**config.mk**
```make
export PLATFORM = sky130hd
export DESIGN_NAME = serial_addsub_unit
export DESIGN_NICKNAME = d
export VERILOG_FILES = /design/src/rtl/serial_addsub_unit.sv
export SDC_FILE = /design/constraint.sdc
export NUM_CORES = 1
export LEC_CHECK = 0
export CAP_MARGIN = 25
export CORE_MARGIN = 10
export CORE_UTILIZATION = 50
export CTS_BUF_LIST = sky130_fd_sc_hd__clkbuf_2 sky130_fd_sc_hd__clkbuf_4 sky130_fd_sc_hd__clkbuf_8
export DETAILED_ROUTE_END_ITERATION = 8
export PLACE_DENSITY_LB_ADDON = 0.05
export SLEW_MARGIN = 20
export SYNTH_ARGS = -nofsm -noshare
export SYNTH_HDL_FRONTEND = slang
export SYNTH_SLANG_ARGS = --single-unit
```
**constraint.sdc**
```tcl
create_clock -name clk -period 4.5 [get_ports clk]
set_clock_uncertainty 0.1 [all_clocks]
set_input_delay 0.9 -clock clk [delete_from_list [all_inputs] [get_ports clk]]
set_output_delay 0.9 -clock clk [all_outputs]
set_load 0.02 [all_outputs]
```
**src/rtl/serial_addsub_unit.sv**
```systemverilog
// rtl/serial_addsub_unit.sv - chunk-serial adder/subtractor with registered result and flags
// Processes CHUNK bits per cycle; result and flags load only on the last chunk.

module serial_addsub_unit #(
  parameter int WIDTH = 8,
  parameter int CHUNK = 2
) (
  input  logic             clk,
  input  logic             rst_n,
  input  logic             start,
  input  logic             sub,
  input  logic [WIDTH-1:0] a,
  input  logic [WIDTH-1:0] b,
  output logic             busy,
  output logic             done,
  output logic [WIDTH-1:0] result,
  output logic             cout,
  output logic             ovf,
  output logic             zero,
  output logic             neg
);

  localparam int N  = WIDTH / CHUNK;
  localparam int CW = (N > 1) ? $clog2(N) : 1;
  localparam logic [CW-1:0] LAST = CW'(N - 1);

  typedef enum logic [1:0] {IDLE, RUN, DONE} state_t;

  state_t           r_state;
  state_t           w_next;
  logic             w_accept;
  logic             w_last;
  logic [WIDTH-1:0] r_op_a;
  logic [WIDTH-1:0] r_op_b;
  logic [WIDTH-1:0] r_sum;
  logic [WIDTH-1:0] w_sum_next;
  logic             r_carry;
  logic [CW-1:0]    r_cnt;
  logic [CHUNK:0]   w_chunk;
  logic             w_cin_msb;

  logic [WIDTH-1:0] r_result;
  logic             r_cout;
  logic             r_ovf;
  logic             r_zero;
  logic             r_neg;

  always_comb begin
    w_next   = r_state;
    w_accept = 1'b0;
    case (r_state)
      IDLE: begin
        if (start) begin
          w_accept = 1'b1;
          w_next   = RUN;
        end
      end
      RUN: begin
        if (r_cnt == LAST) w_next = DONE;
      end
      DONE: begin
        if (start) begin
          w_accept = 1'b1;
          w_next   = RUN;
        end else begin
          w_next = IDLE;
        end
      end
      default: w_next = IDLE;
    endcase
  end

  // One chunk of the ripple add; b was pre-inverted and carry seeded with sub on accept.
  always_comb begin
    w_chunk = {1'b0, r_op_a[r_cnt*CHUNK +: CHUNK]}
            + {1'b0, r_op_b[r_cnt*CHUNK +: CHUNK]}
            + {{CHUNK{1'b0}}, r_carry};
    w_sum_next = r_sum;
    w_sum_next[r_cnt*CHUNK +: CHUNK] = w_chunk[CHUNK-1:0];
    w_last    = (r_state == RUN) && (r_cnt == LAST);
    w_cin_msb = r_op_a[WIDTH-1] ^ r_op_b[WIDTH-1] ^ w_sum_next[WIDTH-1];
  end

  always_ff @(posedge clk or negedge rst_n) begin
    if (!rst_n) begin
      r_state <= IDLE;
    end else begin
      r_state <= w_next;
    end
  end

  always_ff @(posedge clk or negedge rst_n) begin
    if (!rst_n) begin
      r_op_a  <= '0;
      r_op_b  <= '0;
      r_sum   <= '0;
      r_carry <= 1'b0;
      r_cnt   <= '0;
    end else if (w_accept) begin
      r_op_a  <= a;
      r_op_b  <= b ^ {WIDTH{sub}};
      r_carry <= sub;
      r_cnt   <= '0;
    end else if (r_state == RUN) begin
      r_sum   <= w_sum_next;
      r_carry <= w_chunk[CHUNK];
      r_cnt   <= r_cnt + 1'b1;
    end
  end

  always_ff @(posedge clk or negedge rst_n) begin
    if (!rst_n) begin
      r_result <= '0;
      r_cout   <= 1'b0;
      r_ovf    <= 1'b0;
      r_zero   <= 1'b0;
      r_neg    <= 1'b0;
    end else if (w_last) begin
      r_result <= w_sum_next;
      r_cout   <= w_chunk[CHUNK];
      r_ovf    <= w_cin_msb ^ w_chunk[CHUNK];
      r_zero   <= (w_sum_next == '0);
      r_neg    <= w_sum_next[WIDTH-1];
    end
  end

  assign busy   = (r_state == RUN);
  assign done   = (r_state == DONE);
  assign result = r_result;
  assign cout   = r_cout;
  assign ovf    = r_ovf;
  assign zero   = r_zero;
  assign neg    = r_neg;

endmodule

```
==> flow_metrics.env <==
export IMPL_clock_sinks=40
export IMPL_nets=238
export IMPL_grt_use_total_pct=11.3
export IMPL_synth_edf_count=0
export IMPL_cts_max_path_buffers=2
export IMPL_postCtsHoldBufs=0
export IMPL_max_slew_margin_pct=40.4
export IMPL_required_ns=3.50
export IMPL_diodes=0
export IMPL_start_util_pct=53.1
export IMPL_rsz0062_at_grt="false"
export IMPL_numPortBuffers=33
export IMPL_clk_pin_slew_ns=0.08
export IMPL_dp_hpwl_um=2970
export IMPL_status="finished, final reports clean"
export IMPL_wire_per_inst_um=15.0
export IMPL_cts_resized=0
export IMPL_drc=0
export IMPL_power_density_nw_per_um2=776
export IMPL_holdCritStartpoint="result[4]"
export IMPL_setup_violations_final=0
export IMPL_grt_pass1_vias=1403
export IMPL_antenna_left=0
export IMPL_critical_path_class="flop to output pin"
export IMPL_synth_seq_area_share_pct=50.0
export IMPL_p_leak_uw=0.00104
export IMPL_synth_warnings=0
export IMPL_pwr_share_clk_pct=13.6
export IMPL_synth_top_area_share_pct=50.0
export IMPL_synth_top_cell_by_area="dfrtp_1"
export IMPL_clock_latency_ns=0.29
export IMPL_dr_pass1_iters=5
export IMPL_fin_area_um2=2420
export IMPL_vias=1388
export IMPL_cts_root_buffer="clkbuf_8"
export IMPL_io_pins=34
export IMPL_syn_to_final_growth_pct=20.9
export IMPL_syn_nets=208
export IMPL_crit_chain="nand2b_1 > inv_1 > clkdlybuf4s50_1"
export IMPL_max_cap_violations=0
export IMPL_htree_levels=2
export IMPL_synth_seq_cells=40
export IMPL_drv_slew=0
export IMPL_fmax_mhz=327
export IMPL_crit_fanout=18
export IMPL_synthArstFlopShare_pct=100
export IMPL_std_cell_rows=22
export IMPL_regToRegStartpoint="r_cnt[0]"
export IMPL_routed_wl_um=3880
export IMPL_peakVddDrop_mv=0.432
export IMPL_placed_cell_area_um2=2320
export IMPL_core_area_um2=3770
export IMPL_antenna_found_initial=0
export IMPL_die_h_um=83.3
export IMPL_intPower_uw=1110
export IMPL_critPathArrivalTime_ns=2.05
export IMPL_max_slew_worst_pin_slew_ns=0.894
export IMPL_cp_startpoint="r_state[1]"
export IMPL_die_x_um=83.3
export IMPL_synth_avg_cell_area_um2=11.1
export IMPL_critPathSlowestCell="clkdlybuf4s50_1"
export IMPL_synthCells=180
export IMPL_hold_path_class="flop to flop"
export IMPL_synth_area_top_cells="dfrtp_1, o21ai_0, nand2_1"
export IMPL_reg2reg_slack_ns=1.53
export IMPL_finalCritPeriodShare_pct=67.9
export IMPL_cts_tree="built"
export IMPL_final_setup_tns_ns=0
export IMPL_critPathMaxStageDelay_ns=0.65
export IMPL_swShare_pct=40.9
export IMPL_grt_overflow_total=0
export IMPL_seqPwrFrac_pct=33.6
export IMPL_numCtsBuffers=5
export IMPL_pwr_share_comb_pct=52.8
export IMPL_fillers=303
export IMPL_crit_path_start_kind="flop"
export IMPL_finalHoldViolCount=0
export IMPL_p_sw_uw=768
export IMPL_fp_dieArea_um2=6940
export IMPL_vias_per_cell=5.36
export IMPL_detail_route_iter0_violations=70
export IMPL_syn_area_um2=2000
export IMPL_gp_congestion=0.802
export IMPL_drive_gt1_share_pct=14.2
export IMPL_min_period_ns=3.05
export IMPL_grt_max_degree=41
export IMPL_cts_setup_buffers=0
export IMPL_worstSetupEndpointType="output pin"
export IMPL_yosys_most_used_dff="dfrtp_1"
export IMPL_grt_pass1_wl_um=6620
export IMPL_synth_distinct_cells=31
[worst max-delay path, delay by kind of cell, from the launching register on]
family,cells,cell delay [ns]
and+or+nand+nor,1,0.42
buffers and inverters,2,0.95
DFF,1,0.39
[synth_stat cells, types with 2 or more instances]
cell type,instances
ha_1,6
nand2_1,31
xnor2_1,11
nand4_1,2
a31oi_2,2
mux2_2,8
clkbuf_1,2
o21ai_1,2
mux4_2,4
a31oi_1,2
buf_2,3
buf_6,2
nand2b_1,2
fa_1,2
nor2b_1,11
buf_4,2
inv_1,7
nor2_1,3
o21ai_0,27
dfrtp_1,40
[kinds of logic after synthesis]
family                     count (synthesis)  synth area share, %
AOI/OAI and AO/OA                         38                 12.7
adders and majority gates                  8                 5.75
xor gates and xnor gates                  11                 4.81
DFF                                       40                 50.0
muxes                                     12                 8.99
buffers and inverters                     17                 4.56
and+or+nand+nor                           54                 13.2
[area by class of cell]
cell class                      count  area, um2  share of cell area, %
Multi-Input combinational cell    123        911                   37.6
Clock buffer                        8       97.6                   4.03
Sequential cell                    40       1000                   41.3
Tap cell                           48       60.1                   2.48
Inverter                            7       26.3                   1.09
Timing Repair Buffer               33        325                   13.4
[routing by layer]
| layer | vias up | share of wire [%] | track usage, % |
|---|---|---|---|
| li1 | 666 | - | - |
| met1 | 667 | 42 | 13.0 |
| met2 | 46 | 50 | 18.8 |
| met3 | 9 | 6.2 | 3.71 |
| met4 | 0 | 1.8 | 4.77 |
| met5 | - | 0 | 0 |
[worst paths after layout]
path | end | cells past startpoint
min in group asynchronous | result[7] | 1
hold / removal | result[4] | 2
max in group asynchronous | r_op_a[1] | 1
hold reg to reg | result[4] | 2
setup / recovery | busy | 3
setup reg to reg | ovf | 8
[cells in the final DEF, fill, tap and decap left out, types with 3 or more instances in the layout]
cell type and n:
nand2_1 31, o21ai_0 27, mux2_2 8, dfrtp_1 40
inv_1 7, nor2b_1 11, ha_1 6, clkbuf_8 6
nor2_1 3, mux4_2 4, clkdlybuf4s50_1 32, xnor2_1 11
[power groups by stage]
stage,registers [uW],logic (uW),clock network (uW)
after global routing,657,1090,273
after CTS,635,999,257
after floorplan,647,722,0
after global placement,633,969,0
final,631,992,256
after detailed placement,641,998,0
[flip-flops by register name (all words and copies together), names as in the netlist]
name / cells
cout: 1
ovf: 1
r_carry: 1
r_cnt: 2
r_op_a: 8
r_op_b: 8
r_state: 2
r_sum: 8
result: 8
zero: 1
[through the flow]
stage,total power [uW],cells,setup WS (ns),hold slack [ns],utilization [%]
floorplan,1370,180,1.83,0.341,-
global placement,1600,251,1.61,0.359,61.6
detailed placement,1640,251,1.51,0.370,61.6
CTS,1890,259,1.45,0.385,64.2
global route,2020,259,1.33,0.397,64.2
finish,1880,259,1.45,0.382,64.2
No activity file was read; power rests on OpenSTA's default activity.
